`config.mk`:
```
export PLATFORM = sky130hd
export DESIGN_NAME = adder_request_scheduler
export DESIGN_NICKNAME = d
export VERILOG_FILES = /design/src/rtl/adder_request_scheduler.sv
export SDC_FILE = /design/constraint.sdc
export NUM_CORES = 1
export LEC_CHECK = 0
export CAP_MARGIN = 20
export CORE_MARGIN = 3
export CORE_UTILIZATION = 44
export DETAILED_ROUTE_END_ITERATION = 7
export PLACE_DENSITY = 0.82
export SYNTH_ARGS = -nofsm -noshare
export SYNTH_HDL_FRONTEND = slang
export SYNTH_SLANG_ARGS = --single-unit
export TNS_END_PERCENT = 1
```
`constraint.sdc`:
```
create_clock -name Clk -period 2.95 [get_ports Clk]
set_input_delay 0.4425 -clock Clk [delete_from_list [all_inputs] [get_ports Clk]]
set_output_delay 0.4425 -clock Clk [all_outputs]
set_load 0.05 [all_outputs]
```
`src/rtl/adder_request_scheduler.sv`:
```
// adder_request_scheduler
//   Lets two requesters share one WIDTH-bit adder/subtractor. A round-robin
//   arbiter grants one operation at a time. The FSM drives the latched
//   operands into the shared adder for SETTLE_CYCLES clocks. It then captures
//   the sum, the carry and the negative-sign flag, and presents them on a
//   valid/ready response port.
//
//   Optional feature (macro ADDER_SCHED_MAG_CORRECT_EN):
//     When the macro is defined and a subtraction borrows, Rsp_Result carries
//     the magnitude |A-B| instead of the raw wrapped sum.
//
// Ports
//   Clk, Rst_n                      clock, asynchronous active-low reset
//   Req{0,1}_Valid/_Ready           request handshake per requester
//   Req{0,1}_A/_B/_Sel              operands, Sel=1 selects A-B
//   Adder_A/_B/_Sel                 operands driven to the shared adder
//   Adder_Sum/_Carry_Out            shared adder result
//   Rsp_Valid/_Ready                response handshake
//   Rsp_Id/_Result/_Carry/_Negative response payload
module adder_request_scheduler #(
  parameter int WIDTH         = 4,
  parameter int SETTLE_CYCLES = 1
) (
  input  logic             Clk,
  input  logic             Rst_n,
  input  logic             Req0_Valid,
  output logic             Req0_Ready,
  input  logic [WIDTH-1:0] Req0_A,
  input  logic [WIDTH-1:0] Req0_B,
  input  logic             Req0_Sel,
  input  logic             Req1_Valid,
  output logic             Req1_Ready,
  input  logic [WIDTH-1:0] Req1_A,
  input  logic [WIDTH-1:0] Req1_B,
  input  logic             Req1_Sel,
  output logic [WIDTH-1:0] Adder_A,
  output logic [WIDTH-1:0] Adder_B,
  output logic             Adder_Sel,
  input  logic [WIDTH-1:0] Adder_Sum,
  input  logic             Adder_Carry_Out,
  output logic             Rsp_Valid,
  input  logic             Rsp_Ready,
  output logic             Rsp_Id,
  output logic [WIDTH-1:0] Rsp_Result,
  output logic             Rsp_Carry,
  output logic             Rsp_Negative
);

  localparam int CNT_W = $clog2(SETTLE_CYCLES + 1);
  localparam logic [CNT_W-1:0] CNT_LOAD = CNT_W'(SETTLE_CYCLES);
  localparam logic [CNT_W-1:0] CNT_ONE  = CNT_W'(1);

  typedef enum logic [1:0] {
    IDLE   = 2'd0,
    SETTLE = 2'd1,
    RESP   = 2'd2
  } state_t;

  state_t           state_reg, state_next;
  logic             ptr_reg;       // id of the last granted requester
  logic [CNT_W-1:0] cnt_reg;
  logic [WIDTH-1:0] a_reg, b_reg;
  logic             sel_reg, id_reg;
  logic             rsp_valid_reg, rsp_id_reg, rsp_carry_reg, rsp_neg_reg;
  logic [WIDTH-1:0] rsp_result_reg;

  logic             grant_id, any_valid, accept, capture, rsp_done;
  logic             cap_neg;
  logic [WIDTH-1:0] cap_result;

  // When both requesters are valid, the one not granted last time wins.
  assign any_valid = Req0_Valid | Req1_Valid;
  assign grant_id  = (Req0_Valid & Req1_Valid) ? ~ptr_reg : Req1_Valid;
  assign accept    = (state_reg == IDLE) & any_valid & Rst_n;
  assign capture   = (state_reg == SETTLE) & (cnt_reg == CNT_ONE);
  assign rsp_done  = (state_reg == RESP) & rsp_valid_reg & Rsp_Ready;

  // A subtraction with no carry-out has borrowed, so the result is negative.
  assign cap_neg = sel_reg & ~Adder_Carry_Out;
`ifdef ADDER_SCHED_MAG_CORRECT_EN
  assign cap_result = cap_neg ? (~Adder_Sum + WIDTH'(1)) : Adder_Sum;
`else
  assign cap_result = Adder_Sum;
`endif

  // State register
  always_ff @(posedge Clk or negedge Rst_n) begin
    if (!Rst_n) state_reg <= IDLE;
    else        state_reg <= state_next;
  end

  // Next-state logic
  always_comb begin
    state_next = state_reg;
    case (state_reg)
      IDLE:    if (accept)   state_next = SETTLE;
      SETTLE:  if (capture)  state_next = RESP;
      RESP:    if (rsp_done) state_next = IDLE;
      default: state_next = IDLE;
    endcase
  end

  // Output logic. Ready is gated by Rst_n so that every output reads 0 while
  // reset is held, even if requesters keep Valid asserted.
  always_comb begin
    Req0_Ready = 1'b0;
    Req1_Ready = 1'b0;
    Adder_A    = '0;
    Adder_B    = '0;
    Adder_Sel  = 1'b0;
    if (state_reg == IDLE && Rst_n) begin
      Req0_Ready = Req0_Valid & ~grant_id;
      Req1_Ready = Req1_Valid &  grant_id;
    end
    if (state_reg == SETTLE) begin
      Adder_A   = a_reg;
      Adder_B   = b_reg;
      Adder_Sel = sel_reg;
    end
  end

  // Operand latch, settle counter and response registers
  always_ff @(posedge Clk or negedge Rst_n) begin
    if (!Rst_n) begin
      ptr_reg        <= 1'b1;
      cnt_reg        <= '0;
      a_reg          <= '0;
      b_reg          <= '0;
      sel_reg        <= 1'b0;
      id_reg         <= 1'b0;
      rsp_valid_reg  <= 1'b0;
      rsp_id_reg     <= 1'b0;
      rsp_result_reg <= '0;
      rsp_carry_reg  <= 1'b0;
      rsp_neg_reg    <= 1'b0;
    end else begin
      if (accept) begin
        a_reg   <= grant_id ? Req1_A   : Req0_A;
        b_reg   <= grant_id ? Req1_B   : Req0_B;
        sel_reg <= grant_id ? Req1_Sel : Req0_Sel;
        id_reg  <= grant_id;
        ptr_reg <= grant_id;
        cnt_reg <= CNT_LOAD;
      end else if (state_reg == SETTLE) begin
        cnt_reg <= cnt_reg - CNT_ONE;
      end
      if (capture) begin
        rsp_valid_reg  <= 1'b1;
        rsp_id_reg     <= id_reg;
        rsp_result_reg <= cap_result;
        rsp_carry_reg  <= Adder_Carry_Out;
        rsp_neg_reg    <= cap_neg;
      end else if (rsp_done) begin
        rsp_valid_reg <= 1'b0;
      end
    end
  end

  assign Rsp_Valid    = rsp_valid_reg;
  assign Rsp_Id       = rsp_id_reg;
  assign Rsp_Result   = rsp_result_reg;
  assign Rsp_Carry    = rsp_carry_reg;
  assign Rsp_Negative = rsp_neg_reg;

endmodule

```
==> results.sh, run 1 <==
export IMPL_initial_core_util=0.469
export IMPL_finalPower_w=0.00172
export IMPL_crit_path_start_kind="register"
export IMPL_status="finished, final reports clean"
export IMPL_pin_count=47
export IMPL_setup_viol=0
export IMPL_clock_path_buffers=2
export IMPL_first_pass_iters=4
export IMPL_path_max_fanout=11
export IMPL_root_buffer="clkbuf_4"
export IMPL_grt_antenna_before_repair=0
export IMPL_n_fill_cell=171
export IMPL_ys_warnings_count=0
export IMPL_globalplace_congestion=0.801
export IMPL_post_cts_resized=0
export IMPL_path_buf_inv=1
export IMPL_cts_made_buffers=3
export IMPL_grt_max_degree=14
export IMPL_wl_um=2660
export IMPL_area_delta_synth_final_pct=52.4
export IMPL_drtIter0Drc=14
export IMPL_grt_overflow_total=0
export IMPL_place_hpwl_um=2060
export IMPL_crit_chain="and2b_1 -> and2_1 -> clkdlybuf4s50_1"
export IMPL_core_area_um2=2230
export IMPL_finalHoldViolCount=0
export IMPL_crit_arrival_ns=2.20
export IMPL_max_cap_violations=0
export IMPL_netlist_area_um2=1050
export IMPL_die_w_um=54.8
export IMPL_n_antenna_cell=0
export IMPL_setup_tns_ns=0
export IMPL_vdd_drop_max_mv=0.830
export IMPL_ys_ff_latch=22
export IMPL_slowest_stage="clkdlybuf4s50_1"
export IMPL_period_needed_ns=2.64
export IMPL_final_common_cell="clkdlybuf4s50_1"
export IMPL_grt_pass1_vias=949
export IMPL_crit_required_ns=2.51
export IMPL_die_area_um2=3000
export IMPL_fp_row_count=17
export IMPL_min_period_over_period=0.896
export IMPL_end_kind="output port"
export IMPL_tightest_slew_ns=0.656
export IMPL_drc=0
export IMPL_drive_gt1_frac=0.144
export IMPL_path_class="register to output port"
export IMPL_htree_levels=1
export IMPL_drv_slew=0
export IMPL_vias=917
export IMPL_nets=168
export IMPL_power_density_nw_per_um2=1070
export IMPL_clk_pin_slew_worst_paths_ns=0.12
export IMPL_yosys_cell_types_count=27
export IMPL_drt_vias_per_instance=5.49
export IMPL_final_cell_mix="clkdlybuf4s50_1, dfrtp_1, and2_1, o32ai_1, a2bb2oi_1"
export IMPL_ctsHoldBuffers=0
export IMPL_synthCells=91
export IMPL_ys_seq_area_frac=0.527
export IMPL_fmax_mhz=378
export IMPL_min_path_type="input port to asynchronous set/reset pin"
export IMPL_cts_setup_buffers=0
export IMPL_cts_tree="done"
export IMPL_syn_avg_cell_area_um2=11.5
export IMPL_cpPeakStageDelay_ns=0.81
export IMPL_groute_usage_overall=0.196
export IMPL_clock_latency_ns=0.31
export IMPL_wl_per_cell_um=15.9
export IMPL_dieHeight_um=54.8
export IMPL_path_delay_family="buffers and inverters"
export IMPL_cts_num_sinks=22
export IMPL_leakage_nw=0.640
export IMPL_syn_nets=119
export IMPL_rsz0062_at_grt="false"
export IMPL_max_slew_margin=0.561
export IMPL_io_buffers=46
export IMPL_grt_pass1_wl_um=4120
export IMPL_detail_route_antenna_nets=0
export IMPL_skew_ns=0.00227
path summary, 6_finish.rpt:
kind / start / to / slack, ns / cells past startpoint
hold reg to reg: Rsp_Negative / Rsp_Negative / 0.51 / 2
max in group asynchronous: Rst_n / ptr_reg / 2.22 / 2
hold / removal: Rst_n / sel_reg / 0.50 / 2
min in group Clk: Rsp_Negative / Rsp_Negative / 0.51 / 2
setup reg to reg: state_reg[0] / a_reg[3] / 1.47 / 3
setup / recovery: state_reg[1] / Adder_B[1] / 0.31 / 3
per-stage QoR:
stage / hold WS, ns / std cells / cell area [um^2] / setup slack, ns / util
finish: 0.499 / 167 / 1600 / 0.308 / 0.715
CTS: 0.500 / 167 / 1600 / 0.297 / 0.715
floorplan: 0.147 / 91 / 1050 / 0.700 / -
detailed placement: 0.487 / 163 / 1560 / 0.602 / 0.699
global route: 0.493 / 167 / 1600 / 0.203 / 0.715
global placement: 0.475 / 163 / 1560 / 0.634 / 0.699
kinds of logic after synthesis:
kind of cell / synth area share
AOI/OAI and AO/OA: 0.223
and+or+nand+nor: 0.142
DFF: 0.527
buffers and inverters: 0.0347
muxes: 0.0645
xor gates and xnor gates: 0.00836
cell type report:
cell class / instances / area (um^2) / area share
tap: 28 / 35.0 / 0.0219
timing repair buffer: 49 / 503 / 0.315
clock buffer: 4 / 36.3 / 0.0227
multi-input combinational: 61 / 459 / 0.288
sequential: 22 / 552 / 0.346
inverter: 3 / 11.3 / 0.00705
per-layer routing:
layer  wire, um  GRT usage  vias to the layer above
li1           -          -                      437
met2       1450      0.350                       33
met3        143     0.0599                        2
met1       1050      0.219                      445
met4         14     0.0581                        0
met5          0          0                        -
report_power, final:
| part | switching (W) | leakage [nW] | total [W] | internal, W |
|---|---|---|---|---|
| sequential | 0.000104 | 0.250 | 0.000551 | 0.000447 |
| combinational | 0.000590 | 0.369 | 0.000998 | 0.000408 |
| clock | 0.0000912 | 0.0210 | 0.000167 | 0.0000754 |
synthesized netlist by cell type, drive strengths merged:
| master | count | area share |
|---|---|---|
| dfrtp | 21 | 0.50 |
| a2bb2oi | 9 | 0.075 |
| and2 | 9 | 0.054 |
| o32ai | 9 | 0.075 |
| mux2 | 6 | 0.065 |
| nand2 | 5 | 0.018 |
| o21ai | 5 | 0.024 |
| a21oi | 3 | 0.014 |
| buf | 3 | 0.017 |
| clkbuf | 2 | 0.0072 |
| inv | 2 | 0.0072 |
| nor2 | 2 | 0.0072 |
| nor2b | 2 | 0.012 |
| a21bo | 1 | 0.0096 |
| a21boi | 1 | 0.0072 |
| and2b | 1 | 0.0072 |
| clkinv | 1 | 0.0036 |
| dfstp | 1 | 0.025 |
| nand2b | 1 | 0.0060 |
| nand3 | 1 | 0.0048 |
| nand3b | 1 | 0.011 |
| nor3 | 1 | 0.0048 |
| nor3b | 1 | 0.018 |
| o21a | 1 | 0.0072 |
| o221a | 1 | 0.011 |
| xnor2 | 1 | 0.0084 |
Note: power is estimated with default switching activity, not from simulation.
==> run 2: changes to the inputs <==
SKIP_CTS_REPAIR_TIMING = 1   (was not set)
==> results of run 2 <==
Final layout, timing and power as in run 1 (identical DEF).
